==> src/rtl/fht_seq_ctrl.sv <==
// fht_seq_ctrl - address/enable sequencer for the in-place 4-bank FHT datapath.
//
// Runs S = A_BIT+2 stages of T = 2^A_BIT + WR_LAT + 1 cycles each. Every
// stage streams D = 2^A_BIT read address pairs, the matching write address
// pairs WR_LAT cycles later, and coefficient ROM addresses one cycle after
// the reads. The bank set written alternates between stages (ping-pong).
//
// Parameters:
//   A_BIT   bank address width (bank depth D = 2^A_BIT)
//   WR_LAT  read-to-write pipeline latency in cycles (1..7)
//
// Optional feature macro:
//   FHT_HOLD_EN  adds the iHOLD stall input. A held cycle freezes the whole
//                sequence and masks oWE_A/oWE_B/oDONE for that cycle.
//
// Ports:
//   iCLK_2        core clock
//   iRESET        asynchronous active-low reset
//   iSTART        start request, taken only while oRDY=1
//   iHOLD         stall (FHT_HOLD_EN builds only)
//   oRDY          idle flag
//   oDONE         one-cycle pulse in the last busy cycle
//   oSTAGE        current stage number
//   oST_ZERO      busy in stage 0
//   oST_LAST      busy in the last stage
//   oSECTOR       sector index of the current read address
//   oADDR_RD_A/B  read addresses (B is the mirror partner)
//   oADDR_WR_A/B  write addresses
//   oADDR_COEF    coefficient ROM address
//   oWE_A/B       write enables for bank sets A/B
//   oSOURCE_DATA  bank set read in this stage (0 = A)

module fht_seq_ctrl #(
  parameter int A_BIT  = 8,
  parameter int WR_LAT = 2
) (
  input  logic                       iCLK_2,
  input  logic                       iRESET,
  input  logic                       iSTART,
`ifdef FHT_HOLD_EN
  input  logic                       iHOLD,
`endif
  output logic                       oRDY,
  output logic                       oDONE,
  output logic [$clog2(A_BIT+2)-1:0] oSTAGE,
  output logic                       oST_ZERO,
  output logic                       oST_LAST,
  output logic [A_BIT-1:0]           oSECTOR,
  output logic [A_BIT-1:0]           oADDR_RD_A,
  output logic [A_BIT-1:0]           oADDR_RD_B,
  output logic [A_BIT-1:0]           oADDR_WR_A,
  output logic [A_BIT-1:0]           oADDR_WR_B,
  output logic [A_BIT-1:0]           oADDR_COEF,
  output logic                       oWE_A,
  output logic                       oWE_B,
  output logic                       oSOURCE_DATA
);

  localparam int D  = 1 << A_BIT;
  localparam int S  = A_BIT + 2;
  localparam int T  = D + WR_LAT + 1;
  localparam int SW = $clog2(S);
  localparam int TW = $clog2(T);
  localparam int HW = $clog2(A_BIT + 1);

  localparam logic [TW-1:0]    T_LAST  = TW'(T - 1);
  localparam logic [TW-1:0]    T_RDEND = TW'(D);
  localparam logic [TW-1:0]    T_WRBEG = TW'(WR_LAT);
  localparam logic [TW-1:0]    T_WREND = TW'(WR_LAT + D);
  localparam logic [TW-1:0]    T_ONE   = TW'(1);
  localparam logic [SW-1:0]    S_LAST  = SW'(S - 1);
  localparam logic [SW-1:0]    S_ONE   = SW'(1);
  localparam logic [HW-1:0]    SH_INIT = HW'(A_BIT);
  localparam logic [HW-1:0]    SH_ONE  = HW'(1);
  localparam logic [A_BIT-1:0] LAT_A   = A_BIT'(WR_LAT);
  localparam logic [A_BIT-1:0] A_ONE   = A_BIT'(1);

  typedef enum logic {ST_IDLE, ST_RUN} state_t;

  state_t          state_q, state_n;
  logic [TW-1:0]   t_q, t_n;
  logic [SW-1:0]   stage_n;
  // sh is log2(div): the sub-block size is held as a shift amount
  logic [HW-1:0]   sh_q, sh_n;
  logic            step;
  logic            hold;
  logic            we_a_q, we_b_q, done_q;

  logic [A_BIT:0]   div_n;
  logic [A_BIT-1:0] mask_n, half_n, cnt_n, mirror_n, w_n;
  logic             in_rd, in_wr;

`ifdef FHT_HOLD_EN
  assign hold = iHOLD;
`else
  assign hold = 1'b0;
`endif

  function automatic logic [A_BIT-1:0] bit_rev(input logic [A_BIT-1:0] v);
    logic [A_BIT-1:0] r;
    for (int i = 0; i < A_BIT; i++) r[i] = v[A_BIT-1-i];
    return r;
  endfunction

  // Next sequencing state. Stage 0 and stage 1 share div = D; every later
  // stage halves it, so the last stage works on single-point sub-blocks.
  always_comb begin
    state_n = state_q;
    t_n     = t_q;
    stage_n = oSTAGE;
    sh_n    = sh_q;
    step    = 1'b0;
    case (state_q)
      ST_IDLE: begin
        if (iSTART) begin
          state_n = ST_RUN;
          t_n     = '0;
          stage_n = '0;
          sh_n    = SH_INIT;
          step    = 1'b1;
        end
      end
      ST_RUN: begin
        if (!hold) begin
          step = 1'b1;
          if (t_q == T_LAST) begin
            t_n = '0;
            if (oSTAGE == S_LAST) begin
              state_n = ST_IDLE;
              stage_n = '0;
              sh_n    = SH_INIT;
            end else begin
              stage_n = oSTAGE + S_ONE;
              sh_n    = (oSTAGE == '0) ? sh_q : sh_q - SH_ONE;
            end
          end else begin
            t_n = t_q + T_ONE;
          end
        end
      end
      default: state_n = ST_IDLE;
    endcase
  end

  // Address arithmetic for the upcoming cycle; everything wraps modulo 2^A_BIT.
  // The mirror partner of r inside a sub-block is (div - r) mod div = (-r) & mask.
  always_comb begin
    div_n    = {{A_BIT{1'b0}}, 1'b1} << sh_n;
    mask_n   = div_n[A_BIT-1:0] - A_ONE;
    half_n   = div_n[A_BIT:1];
    cnt_n    = t_n[A_BIT-1:0];
    mirror_n = (cnt_n & ~mask_n) | ((~(cnt_n & mask_n) + A_ONE) & mask_n);
    w_n      = cnt_n - LAT_A;
    in_rd    = (t_n < T_RDEND);
    in_wr    = (t_n >= T_WRBEG) && (t_n < T_WREND);
  end

  // All outputs are registered from the next-state values, so each output
  // reflects the stage/time slot of the cycle it is visible in. A held cycle
  // leaves every register untouched.
  always_ff @(posedge iCLK_2 or negedge iRESET) begin
    if (!iRESET) begin
      state_q      <= ST_IDLE;
      t_q          <= '0;
      sh_q         <= SH_INIT;
      oRDY         <= 1'b1;
      done_q       <= 1'b0;
      oSTAGE       <= '0;
      oST_ZERO     <= 1'b0;
      oST_LAST     <= 1'b0;
      oSECTOR      <= '0;
      oADDR_RD_A   <= '0;
      oADDR_RD_B   <= '0;
      oADDR_WR_A   <= '0;
      oADDR_WR_B   <= '0;
      oADDR_COEF   <= '0;
      we_a_q       <= 1'b0;
      we_b_q       <= 1'b0;
      oSOURCE_DATA <= 1'b0;
    end else begin
      state_q <= state_n;
      t_q     <= t_n;
      sh_q    <= sh_n;
      oSTAGE  <= stage_n;
      if (state_n == ST_IDLE) begin
        oRDY         <= 1'b1;
        done_q       <= 1'b0;
        oST_ZERO     <= 1'b0;
        oST_LAST     <= 1'b0;
        oSECTOR      <= '0;
        oADDR_RD_A   <= '0;
        oADDR_RD_B   <= '0;
        oADDR_WR_A   <= '0;
        oADDR_WR_B   <= '0;
        oADDR_COEF   <= '0;
        we_a_q       <= 1'b0;
        we_b_q       <= 1'b0;
        oSOURCE_DATA <= 1'b0;
      end else if (step) begin
        oRDY         <= 1'b0;
        oST_ZERO     <= (stage_n == '0);
        oST_LAST     <= (stage_n == S_LAST);
        oSOURCE_DATA <= stage_n[0];
        done_q       <= (stage_n == S_LAST) && (t_n == T_LAST);
        // coefficient follows the read address by one cycle
        oADDR_COEF   <= bit_rev(oSECTOR);
        if (in_rd) begin
          oADDR_RD_A <= cnt_n;
          oADDR_RD_B <= (stage_n == '0) ? cnt_n : mirror_n;
          oSECTOR    <= cnt_n >> sh_n;
        end
        if (in_wr) begin
          oADDR_WR_A <= w_n;
          oADDR_WR_B <= ((stage_n == '0) || (stage_n == S_LAST)) ? w_n : (w_n ^ half_n);
          we_a_q     <= stage_n[0];
          we_b_q     <= ~stage_n[0];
        end else begin
          we_a_q <= 1'b0;
          we_b_q <= 1'b0;
        end
      end
    end
  end

  // A stalled cycle must not write or signal completion; the same slot is
  // replayed once the stall is released.
  assign oWE_A = we_a_q & ~hold;
  assign oWE_B = we_b_q & ~hold;
  assign oDONE = done_q & ~hold;

endmodule

==> config.mk <==
export PLATFORM = sky130hd
export DESIGN_NAME = fht_seq_ctrl
export DESIGN_NICKNAME = d
export VERILOG_FILES = /design/src/rtl/fht_seq_ctrl.sv
export SDC_FILE = /design/constraint.sdc
export NUM_CORES = 1
export LEC_CHECK = 0
export ABC_AREA = 0
export CORE_AREA = 2 2 89 91
export CTS_BUF_LIST = sky130_fd_sc_hd__clkbuf_4
export DETAILED_ROUTE_END_ITERATION = 16
export DIE_AREA = 0 0 91 93
export GPL_ROUTABILITY_DRIVEN = 0
export PLACE_DENSITY = 0.79
export SLEW_MARGIN = 10
export SYNTH_ARGS = -nofsm -noshare
export SYNTH_HDL_FRONTEND = slang
export SYNTH_SLANG_ARGS = --single-unit
==> constraint.sdc <==
create_clock -name iCLK_2 -period 4.2 [get_ports iCLK_2]
set_clock_uncertainty 0.05 [all_clocks]
set_input_delay 0.63 -clock iCLK_2 [delete_from_list [all_inputs] [get_ports iCLK_2]]
set_output_delay 0.63 -clock iCLK_2 [all_outputs]
set_load 0.01 [all_outputs]
# Word level (Yosys, flattened, before mapping)
# Index checks and enable logic that the tools add are counted.
# totals
register_bits	73
latch_bits	0
ramBits	0
mem_bits_ro	0
output_inout_bits	59
word_cells	103
mem_count	0
# op_classes
n_addsub	6
mul	0
n_div	0
order_cmp	3
n_eq_ne	7
shifts	2
muxes	52
bitwise_logic	9
n_reduce_logical	7
# op_table
cell	n
$mux W8	19
$mux W4	7
$and A8 B8 Y8	3
$mux W1	19
$eq A9 B9 Y1 const B	2
$lt A9 B9 Y1 const B	2
$mux W9	2
$pmux W9 S2	1
$not A8 Y8	2
$pmux W4 S2	2
$add A9 B1 Y9 const B	1
$ge A9 B2 Y1 const B	1
$shl A1 B4 Y9 const A	1
$add A8 B1 Y8 const B	1
$eq A4 B4 Y1 const B	2
$logic_not A4 Y1	2
$or A8 B8 Y8	1
$shr A8 B4 Y8	1
$sub A8 B1 Y8 const B	1
$sub A8 B2 Y8 const B	1
$xor A8 B8 Y8	1
$ne A2 B1 Y1 const B	3
$add A4 B1 Y4 const B	1
$pmux W1 S2	2
5 further kinds	8

# Depth between registers and ports, before layout
# depth
ltp_word	16
mapped_depth	16
depth_no_buf	15

# Worst setup path before layout
# OpenSTA, ideal clock, no wires.
# synth_timing
path_kind	register to register
from	register t_q[3]
to	register oADDR_RD_B[6]
setup_ns	0.130
t_arrival_ns	3.535
required_time_ns	4.020
slack_ns	0.485
path_stages_with_launch	14
path_buffers	1
period_less_slack_ns	3.715
cell_sequence	dfrtp_1 -> or4_1 -> buf_2 -> or4_4 -> xnor2_2 -> nor3_2 -> nand2_1 -> ha_1 -> inv_1 -> o22ai_2 -> a211oi_2 -> a41oi_1 -> xnor2_1 -> o21ai_1
# synth_via
elab_chain_cells	14
word_cells_on_any_way	29
# synth_rtl
element	line	rtl
start: declaration	81	logic [TW-1:0] t_q, t_n;
start signal: assignment	182	t_q <= t_n;
$eq A9 B9 Y1	126	if (t_q == T_LAST) begin
$mux W4	126	
$pmux W4 S2	113	case (state_q)
$shl A1 B4 Y9	148	div_n = {{A_BIT{1'b0}}, 1'b1} << sh_n;
$sub A8 B1 Y8	149	mask_n = div_n[A_BIT-1:0] - A_ONE;
$and A8 B8 Y8	152	mirror_n = (cnt_n & ~mask_n) | ((~(cnt_n & mask_n) + A_ONE) & mask_n);
$not A8 Y8	152	
$add A8 B1 Y8	152	
$and A8 B8 Y8	152	
$or A8 B8 Y8	152	
$mux W8	209	oADDR_RD_B <= (stage_n == '0) ? cnt_n : mirror_n;
$mux W8	207	if (in_rd) begin
$mux W8	199	end else if (step) begin
$mux W8	185	if (state_n == ST_IDLE) begin
end signal: assignment	209	
end: declaration	50	output logic [A_BIT-1:0] oADDR_RD_B,
# Parallel ways exist; a longest one is shown, timed or not. The select of a mux whose other input is x is not followed.
# A chain may end at the register's enable or synchronous reset.

# Worst setup path in the final report
# Same ends and word-level chain as after synthesis.

==> impl_table.tex <==
\begin{tabular}{lr}
\hline
Metric & Value \\
\hline
\multicolumn{2}{l}{\textbf{Yosys}} \\
Post-synthesis sequential area ratio & 45.15\% \\
Number of warnings reported in the yosys synthesis log & 0 \\
Share of flip-flops with an asynchronous set or reset after synthesis & 100.0\% \\
Post-Synthesis Net Count & 440 \\
Count of mapped cells out of synthesis & 430 \\
Unique masters post-synth & a little under 70 \\
Number of synthesized register bits & between 70 and 80 \\
Number of synthesized flops with an enable pin & 0 \\
Avg Cell Area, Syn & 9.294 µm² \\
Cell area after technology mapping & 3996 µm² \\
Post-synth top flop & dfrtp\_1 \\
\multicolumn{2}{l}{\textbf{STA}} \\
Worst slew pin tran & between 800 and 900 ps \\
Final min period & 3978 ps \\
Timing-limited maximum frequency & 251.4 MHz \\
Number of max-slew violations in the final report & 0 \\
Worst slew margin relative to its limit & 43.27\% \\
RSZ-0062 raised after global routing & no \\
Final total negative setup slack & 0 ps \\
Final period util & 94.71\% \\
Number of hold violations in the final report & 0 \\
Final-report setup violation count & 0 \\
\multicolumn{2}{l}{\textbf{Routing}} \\
DRT antenna net count & 0 \\
Number of vias per cell & 5.977 \\
Total length of routed wires & 10,390 µm \\
Iteration-0 DRC Markers & around 420 \\
DR pass1 iterations & 5 \\
Via total after detailed routing & 3,622 \\
WL per Instance & roughly 17 µm \\
Post-route DRC & 0 \\
\multicolumn{2}{l}{\textbf{CTS}} \\
Post-CTS Setup Bufs & 0 \\
Number of clock sinks & 72 \\
Maximum buffer depth of the clock tree & 2 \\
Hold-fix buffers at CTS & 0 \\
Buffer cell driving the clock tree root & clkbuf\_4 \\
Clock input transition at the sequential cells of the worst setup and hold paths & around 140 ps \\
Post-cts gate resize count & 0 \\
CTS H-tree lvls & 3 \\
Worst skew pair latency & 440 ps \\
TritonCTS clock tree & yes \\
Cts bufs inserted & 9 \\
\multicolumn{2}{l}{\textbf{Placement}} \\
DP HPWL & about 7500 µm \\
Port-buffer cells & 61 \\
\multicolumn{2}{l}{\textbf{GRT}} \\
Global-route wire length before repair & 17,150 µm \\
Via count of the first global-routing pass & 3,426 \\
Global route overflow & 0 \\
Maximum number of pins on one net before global-route repair & 40 \\
GRT Resource Usage Total & 25.77\% \\
Number of antenna violations at the first check in global routing & 0 \\
\multicolumn{2}{l}{\textbf{Finish}} \\
Final Core Density & roughly 65\% \\
Most common library cell in the layout ignoring fill and taps & dfrtp\_1 \\
Area growth, synth to finish & 22.86\% \\
Share of layout cells above drive strength 1 & 11.90\% \\
Nets@finish & 509 \\
Diodes inserted & 0 \\
Most frequent cells in the layout & 70 x dfrtp\_1, 62 x nand2\_1, 60 x clkdlybuf4s50\_1 \\
\multicolumn{2}{l}{\textbf{Setup path}} \\
Setup Crit Path Kind & reg -> reg \\
Arr. time, crit path & 4250 ps \\
Critical-path maximum fanout & 6 \\
Startpoint class of the critical path & flop \\
Data required time of the worst path & 4470 ps \\
Crit. End Element & flop \\
\multicolumn{2}{l}{\textbf{Floorplanning}} \\
Die Ht & 93 µm \\
Standard cell core area & around 7500 µm² \\
Die span in x & 91 µm \\
Row count & 32 \\
Die Footprint & 8463 µm² \\
Initial cell density of the core & approximately 53\% \\
Count of boundary I/O pins & 62 \\
\multicolumn{2}{l}{\textbf{Outcome}} \\
Run status & finished, final reports clean \\
\multicolumn{2}{l}{\textbf{Min path}} \\
Min-Delay Path Class & in -> async \\
\multicolumn{2}{l}{\textbf{Power}} \\
Cell leakage power & $\sim$0.0021 µW \\
Worst ir drop on vdd & roughly 0.38 mV \\
Cell Pwr Density & roughly 580 nW/µm² \\
\multicolumn{2}{l}{\textbf{Run}} \\
Max Cap Viol & 0 \\
\hline
\end{tabular}
-- metal layers --
layer / GRT usage (%) / vias up / wire length (µm)
met1: 35.19 / 1782 / 4554
met2: 41.91 / 151 / 5060
met3: 5.077 / 23 / 593
met5: 0 / - / 0
met4: 7.828 / 0 / 182
li1: - / 1666 / -
-- final timing paths --
kind / to / from / slack [ps] / depth (start not counted)
max in group asynchronous: sh_q[3] / iRESET / 2880 / 2
min: state_q / iRESET / 220 / 1
min in group iCLK_2: oADDR_RD_A[3] / oADDR_RD_A[3] / 450 / 2
max: oADDR_RD_B[6] / t_q[3] / 220 / 12
min reg2reg: oADDR_RD_A[3] / oADDR_RD_A[3] / 450 / 2
max reg2reg: oADDR_RD_B[6] / t_q[3] / 220 / 12
-- area by class of cell --
cell class / instances / area, µm²
clock buffers: 9 / 67.56
clock inverters: 7 / 87.58
fillers: 630 / 2618
inverters: 24 / 90.09
multi-input cells: 314 / 1999
flip-flops and latches: 72 / 1804
well taps: 102 / 127.6
repair buffers: 78 / 733.2
-- synthesized netlist by cell type, types with 9 or more instances --
master / count / area share [%]
nand3_1: 13 / 1.6
a21oi_1: 28 / 3.5
a211oi_1: 9 / 1.7
and2_1: 9 / 1.4
dfrtp_1: 70 / 44
nand2_1: 62 / 5.8
o21ai_0: 26 / 3.3
nor2_1: 21 / 2.0
nor3_1: 16 / 2.0
xnor2_1: 19 / 4.2
inv_1: 23 / 2.2
clkbuf_1: 11 / 1.0
-- state kept, by name (all words and copies together), names as in the netlist --
| name | flops |
|---|---|
| oADDR_COEF | 8 |
| oADDR_RD_A | 8 |
| oADDR_RD_B | 7 |
| oADDR_WR_A | 8 |
| oADDR_WR_B | 8 |
| oDONE | 1 |
| oRDY | 1 |
| oSECTOR | 8 |
| oSOURCE_DATA | 1 |
| oSTAGE | 4 |
| oST_LAST | 1 |
| oST_ZERO | 1 |
| oWE_A | 1 |
| oWE_B | 1 |
| sh_q | 4 |
| state_q | 1 |
| t_q | 9 |
-- worst max-delay path: stages, from the launching register on --
cell and delay [ps]:
dfrtp_1 450, or4_1 700, or4_4 610, xnor2_2 170
nor3_2 310, nand2_1 160, ha_1 280, inv_1 190
o22ai_2 160, a211oi_2 360, a41oi_1 190, xnor2_1 180
o21ai_1 70
-- report_power, final --
| group | switching (µW) | leakage (µW) | internal, µW |
|---|---|---|---|
| clock network | 289 | 0.0000785 | 195 |
| logic | 715 | 0.00115 | 624 |
| registers | 126 | 0.000897 | 874 |
-- per-stage QoR --
step / instance area [µm²] / instances / setup WS, ps / power, µW / hold WS, ps
floorplan: 3996 / 430 / 485.3 / 1788 / 284.4
global placement: 4755 / 590 / 466.3 / 2310 / 422.2
detailed placement: 4755 / 590 / 322.6 / 2332 / 422.9
CTS: 4910 / 606 / 270.5 / 2828 / 230.8
global route: 4910 / 606 / 45.10 / 3001 / 265.6
finish: 4910 / 606 / 222.4 / 2824 / 223.2
-- cell families (layout without fill, tap and decap cells) --
group / Yosys count / count (layout) / synth area share, %
AO/OA/AOI/OAI: 113 / 113 / 19.60
buffers and inverters: 44 / 118 / 4.821
XOR/XNOR: 25 / 25 / 5.667
AND/OR/NAND/NOR: 157 / 157 / 19.35
adder cells (fa/ha/maj): 7 / 7 / 2.192
flip-flops: 72 / 72 / 45.15
multiplexers: 12 / 12 / 3.225
No activity file was read; power rests on OpenSTA's default activity.
